==> config.mk <==
export PLATFORM = sky130hd
export DESIGN_NAME = spi_main
export DESIGN_NICKNAME = d
export VERILOG_FILES = /design/src/rtl/spi_main.sv
export SDC_FILE = /design/constraint.sdc
export NUM_CORES = 1
export LEC_CHECK = 0
export CAP_MARGIN = 20
export CORE_MARGIN = 1.5
export CORE_UTILIZATION = 40
export CTS_CLUSTER_DIAMETER = 50
export DETAILED_ROUTE_END_ITERATION = 12
export PLACE_DENSITY = 0.63
export SYNTH_ARGS = -nofsm -noshare
export SYNTH_HDL_FRONTEND = slang
export SYNTH_SLANG_ARGS = --single-unit
==> constraint.sdc <==
create_clock -name clk -period 4.9 [get_ports clk]
set_input_delay 0.98 -clock clk [delete_from_list [all_inputs] [get_ports clk]]
set_output_delay 0.98 -clock clk [all_outputs]
set_load 0.005 [all_outputs]
==> src/rtl/spi_main.sv <==
// spi_main: SPI mode-0 master, one full-duplex WIDTH-bit frame per start edge.
// MSB-first on mosi; miso is captured into the rx shift register and published
// on rx only once the whole frame has been received.
module spi_main #(
    parameter int unsigned WIDTH       = 128,
    parameter int unsigned HALF_PERIOD = 1
) (
    input  logic             clk,
    input  logic             rst,
    input  logic             start,
    input  logic [WIDTH-1:0] tx,
    input  logic             miso,
    output logic [WIDTH-1:0] rx,
    output logic             cs_n,
    output logic             sclk,
    output logic             mosi,
    output logic             done
);

    localparam int unsigned CW = $clog2(WIDTH + 1);
    localparam int unsigned DW = $clog2(HALF_PERIOD + 1);

    typedef enum logic [1:0] {
        StIdle,
        StXfer,
        StFinish
    } state_t;

    state_t           state;
    logic             start_q;
    logic [WIDTH-1:0] tx_sr;
    logic [WIDTH-1:0] rx_sr;
    logic [CW-1:0]    bit_cnt;
    logic [DW-1:0]    div_cnt;

    // Single FSM: start-edge detect, sclk divider, shift registers and registered outputs.
    always_ff @(posedge clk) begin
        if (rst) begin
            state   <= StIdle;
            start_q <= 1'b0;
            tx_sr   <= '0;
            rx_sr   <= '0;
            bit_cnt <= '0;
            div_cnt <= '0;
            rx      <= '0;
            cs_n    <= 1'b1;
            sclk    <= 1'b0;
            mosi    <= 1'b0;
            done    <= 1'b0;
        end else begin
            start_q <= start;
            case (state)
                StIdle: begin
                    cs_n <= 1'b1;
                    sclk <= 1'b0;
                    mosi <= 1'b0;
                    done <= 1'b0;
                    // Only a 0->1 transition starts a frame; a held level does not retrigger.
                    if (start && !start_q) begin
                        tx_sr   <= tx;
                        rx_sr   <= '0;
                        cs_n    <= 1'b0;
                        mosi    <= tx[WIDTH-1];
                        bit_cnt <= '0;
                        div_cnt <= '0;
                        state   <= StXfer;
                    end
                end
                StXfer: begin
                    if (div_cnt == DW'(HALF_PERIOD - 1)) begin
                        div_cnt <= '0;
                        if (!sclk) begin
                            // Rising edge: sample the sub's bit.
                            sclk  <= 1'b1;
                            rx_sr <= {rx_sr[WIDTH-2:0], miso};
                        end else begin
                            // Falling edge: present the next bit while sclk is low.
                            sclk  <= 1'b0;
                            tx_sr <= {tx_sr[WIDTH-2:0], 1'b0};
                            mosi  <= tx_sr[WIDTH-2];
                            if (bit_cnt == CW'(WIDTH - 1)) begin
                                state <= StFinish;
                            end else begin
                                bit_cnt <= bit_cnt + 1'b1;
                            end
                        end
                    end else begin
                        div_cnt <= div_cnt + 1'b1;
                    end
                end
                StFinish: begin
                    cs_n  <= 1'b1;
                    mosi  <= 1'b0;
                    rx    <= rx_sr;
                    done  <= 1'b1;
                    state <= StIdle;
                end
                default: begin
                    state <= StIdle;
                end
            endcase
        end
    end

endmodule

After elaboration in Yosys (flattened, before gate mapping) --
Cells that the tools add are included.
Word-level totals: input port bits 132, memory bits (read-only) 0, output and inout bits 132, bits in writable memories 0, memories 0, latch bits 0, flip-flop bits (word level) 399, logic and storage cells 66
Cells by class: divide/modulo/power cells 0, reduce and logical (&&, ||, !) cells 13, $lt $le $gt $ge 0, equality and inequality tests 9, bitwise logic cells 0, shift-type cells 0, add/subtract/negate cells 2, multiplexer cells 31, multipliers 0
Operator list (number):
- $mux 128 | 3
- $mux 127 | 3
- $pmux 128 s2 | 1
- $pmux 127 s2 | 1
- $mux 8 | 4
- $pmux 8 s2 | 1
- $ne 2x2->1 const B | 6
- $reduce_and 4->1 | 3
- $add 8x1->8 const B | 1
- $eq 8x7->1 const B | 1
- $mux 1 | 8
- $mux 2 | 4
- $pmux 1 s2 | 4
- $reduce_and 5->1 | 1
- $pmux 2 s2 | 1
- $reduce_and 2->1 | 2
- $reduce_bool 2->1 | 2
- $pmux 1 s3 | 1
- $reduce_and 3->1 | 1
- $reduce_bool 3->1 | 1
- $eq 2x1->1 const B | 1
- $eq 2x2->1 const B | 1
- $logic_not 2->1 | 1
- $add 1x1->1 const B | 1
- other kinds (2) | 2

Longest topological paths before layout --
depth after elaboration 5, mapped depth 9, depth with buffers taken out 6

Worst setup path before layout --
OpenSTA, ideal clock, no wires.
path kind input port to flip-flop, start point input port start, end point register bit_cnt[5], data required time 4826 ps, setup slack 2642 ps, stages on the path 5, arrival time 2184 ps, buffers on the path 1, library setup time 74 ps, cells stage by stage nand2b_1 buf_2 a211o_1 or4_1 a31oi_1
Between the ends: cells in the longest elaborated chain, start to end 3
Ends and longest elaborated chain:
- start, declared | line 10 | input logic start,
- $logic_and 1x1->1 | line 59 | if (start && !start_q) begin
- $ne 2x2->1 (no source line)
- $reduce_and 5->1 (no source line)
- end signal, assigned | line 84 | bit_cnt <= bit_cnt + 1'b1;
- end, declared | line 33 | logic [CW-1:0] bit_cnt;
Every way passes these cells. A chain may end at the register's enable or synchronous reset.

Final worst setup path --
start point register state[1], end point register rx_sr[89]
Between the ends: cells in the longest elaborated chain, start to end 3, elaborated cells between the ends (all ways) 8, classes of those cells 4 x eq/ne; 1 x mux; 3 x reduce/logical
Ends and longest elaborated chain:
- start, declared | line 29 | state_t state;
- start signal, assigned | line 39 | state <= StIdle;
- start signal, assigned | line 66 | state <= StXfer;
- start signal, assigned | line 82 | state <= StFinish;
- $eq 2x1->1 / $logic_not 2->1 (equally long branches) | line 52 | case (state)
- $ne 2x2->1 (no source line) / $reduce_bool 2->1 (equally long branches)
- $reduce_and 4->1 (no source line)
- end signal, assigned | line 75 | rx_sr <= {rx_sr[WIDTH-2:0], miso};
- end, declared | line 32 | logic [WIDTH-1:0] rx_sr;
Several ways; a longest one is shown, not always the timed one.

==> flow_metrics.py <==
metrics = {
    "timing": {
        "tightest_slew_ns": 1.14,
        "rsz0062_at_grt": "no",
        "finClkSkew_ns": 0.00922,
        "drv_slew": 0,
        "post-route-min-period_ns": 3.25,
        "setup_viol": 0,
        "layout_setup_ws_ns": 1.65,
        "maxSlewHeadroom_pct": 23.7,
        "fmax_mhz": 308,
        "timing_hold_violations_final": 0,
        "min_period_over_period_pct": 66.2,
        "finalSetupTns_ns": 0,
    },
    "final_layout": {
        "mostFrequentLayoutCell": "dfxtp_1",
        "num-fill-cells": 3487,
        "syn_to_final_growth_pct": 29.9,
        "final_util_pct": 52.9,
        "fin_cells": 2382,
        "fin_nets": 1969,
        "drive_above_1_share_pct": 5.56,
        "layout_common_cells": "dfxtp_1, clkdlybuf4s50_1, nor2_1, mux2i_1, nand2_1",
    },
    "clocking": {
        "cts.root.buffer_cell": "clkbuf_16",
        "cts_sinks": 398,
        "ctsLongestPathBuffers": 3,
        "holdBufCountCts": 0,
        "cts-buffers-inserted": 47,
        "clk_pin_slew_ns": 0.06,
        "clk_latency_ns": 0.56,
        "post-cts-setup-buffer-count": 0,
        "ctsResizeCount": 0,
        "cts_tree": "built",
        "h-tree-depth": 2,
    },
    "detailed_routing": {
        "wl_um": 35700,
        "viasPerCell": 5.05,
        "first_pass_iters": 5,
        "wl_per_cell_um": 15.0,
        "drc_errors": 0,
        "vias": 12028,
        "drtIter0Drc": 658,
        "ant_nets": 0,
    },
    "yosys": {
        "ys_warn_count": 0,
        "synth_edf_count": 0,
        "synth_top_family_by_area": "multiplexers",
        "synth_fa_ha_area_share_pct": 0.408,
        "syn_avg_cell_area_sq_um": 9.32,
        "synth_top_flop_cell": "dfxtp_1",
        "synth_nets": 1783,
        "synth-compound-area-share_pct": 11.7,
        "synth-xor-area-share_pct": 0,
        "async_reset_ff_share_pct": 0,
        "synth-seq-area-share_pct": 52.0,
        "synth-simple-area-share_pct": 15.0,
        "synthMuxAreaShare_pct": 16.7,
        "ys_seq_elements": 398,
        "syn_inst": 1646,
        "netlist_area_sq_um": 15300,
        "yosysUniqueCellTypes": 33,
    },
    "pwr": {
        "combPwrFrac_pct": 22.3,
        "ir_drop_mv": 0.368,
        "p_clk_share_pct": 36.4,
        "pwr-share-seq_pct": 41.3,
        "switchingPower_w": 0.00297,
        "p_per_area_nw_per_um2": 491,
        "cellLeakagePower_nw": 6.64,
        "switching_share_pct": 30.4,
        "internal_power_w": 0.00681,
    },
    "global_route": {
        "gr-usage-all-layers_pct": 18.1,
        "grt_overflow": 0,
        "grt_pass1_vias": 11506,
        "grt_pass1_wl_um": 58700,
        "antenna_found_initial": 1,
        "grt_max_degree": 160,
    },
    "worst_setup_path": {
        "cpMaxStageDelayCell": "buf_4",
        "crit_family": "buffers and inverters",
        "worstPathArrival_ns": 3.73,
        "worstPathCellList": "inv_1, ha_4, buf_12, buf_4, nand3_1, a21oi_1",
        "cp_num_buf_inv": 3,
        "crit_type": "flip-flop to flip-flop",
        "start_kind": "flip-flop",
        "critPathLaunch": "state[1]$_SDFFE_PP0P_",
        "r2r_start": "state[1]$_SDFFE_PP0P_",
        "endpoint_kind": "flip-flop",
        "required_ns": 5.38,
        "worst-path-max-fanout": 147,
        "max_stage_delay_ns": 0.84,
    },
    "floorplan": {
        "core_area_sq_um": 37700,
        "rows": 71,
        "num_io_pins": 264,
        "die_area_sq_um": 39500,
        "die_w_um": 199,
        "start_util_pct": 40.7,
        "die_h_um": 199,
    },
    "worst_hold_path": {
        "hp-start": "tx_sr[0]$_SDFFE_PP0P_",
        "min_path_type": "flip-flop to flip-flop",
    },
    "status": {
        "status": "complete, no violations",
    },
    "placement": {
        "pre_cts_slack_ns": 1.36,
        "dp_cells": 2293,
        "io_buffer_count": 263,
        "post-dp-hpwl_um": 21900,
        "place_congestion": 0.751,
    },
    "flow_run": {
        "drv_cap": 0,
    },
}
tightest hold or removal path, cell delays in order (launching register included):
cell	delay, ns
dfxtp_1	0.30
nand2_1	0.05
a21oi_1	0.05
routing by layer:
layer / vias up / part of all wire, % / global-route usage [%]
met3: 49 / 7.7 / 6.07
met2: 282 / 45 / 28.2
met4: 0 / 1.9 / 5.22
met1: 5572 / 46 / 23.6
li1: 6125 / - / -
met5: - / 0 / 0
through the flow:
stage	area, sq um	hold slack, ns	power [W]
CTS	19900	0.454	0.00993
global route	19900	0.482	0.0104
global placement	18300	0.442	0.00624
finish	19900	0.452	0.00979
floorplan	15300	0.432	0.00574
detailed placement	18300	0.449	0.00631
synthesized netlist by cell type, types with 2 or more instances:
library cell    n  area, sq um
a211oi_1      133          998
a21oi_1       134          671
a31oi_1         6         37.5
buf_1          13         48.8
buf_2          59          295
clkbuf_1       74          278
dfxtp_1       398         7970
ha_1            5         62.6
inv_1           4         15.0
mux2i_1       256         2560
nand2_1       139          522
nand2b_1        5         31.3
nand3_1       132          661
nand3b_1        2         15.0
nand4_1         4         25.0
nor2_1        260          976
nor2b_1         2         12.5
nor3_1          2         10.0
o21ai_0         3         15.0
or3_1           2         12.5
final timing paths:
kind / to / slack, ns / cells past startpoint
worst max register to register: rx_sr[89]$_SDFFE_PP0P_ / 1.65 / 6
worst max-delay path: rx_sr[89]$_SDFFE_PP0P_ / 1.65 / 6
worst min-delay path: tx_sr[0]$_SDFFE_PP0P_ / 0.45 / 2
worst min register to register: tx_sr[0]$_SDFFE_PP0P_ / 0.45 / 2
cell type report:
class	count	area [sq um]	area share, %
inverters	4	15.0	0.0754
clock buffers	70	1420	7.10
well taps	511	639	3.21
multi-input cells	1097	6760	33.9
diodes	2	5.00	0.0251
flip-flops and latches	398	7970	40.0
repair buffers	284	2920	14.6
clock inverters	16	201	1.01
cells by family (layout without fill, tap and decap cells):
family	count (synthesis)	in the layout
buffers and inverters	151	374
multiplexers	256	256
adder cells (fa/ha/maj)	5	5
other	0	2
AND/OR/NAND/NOR	552	552
flip-flops	398	398
AO/OA/AOI/OAI	284	284
power groups by stage:
stage	Combinational [W]	Clock, W	Sequential [W]
global placement	0.00215	0	0.00409
detailed placement	0.00221	0	0.00410
floorplan	0.00173	0	0.00402
global route	0.00245	0.00380	0.00411
finish	0.00219	0.00356	0.00404
CTS	0.00221	0.00368	0.00404
sequential cells by signal, summed over array words and instances (netlist names):
| signal | cells |
|---|---|
| rx_sr | 128 |
| done | 1 |
| bit_cnt | 8 |
| tx_sr | 127 |
| start_q | 1 |
| state | 2 |
| rx | 128 |
| cs_n | 1 |
| mosi | 1 |
| sclk | 1 |
Note: power is estimated with default switching activity, not from simulation.
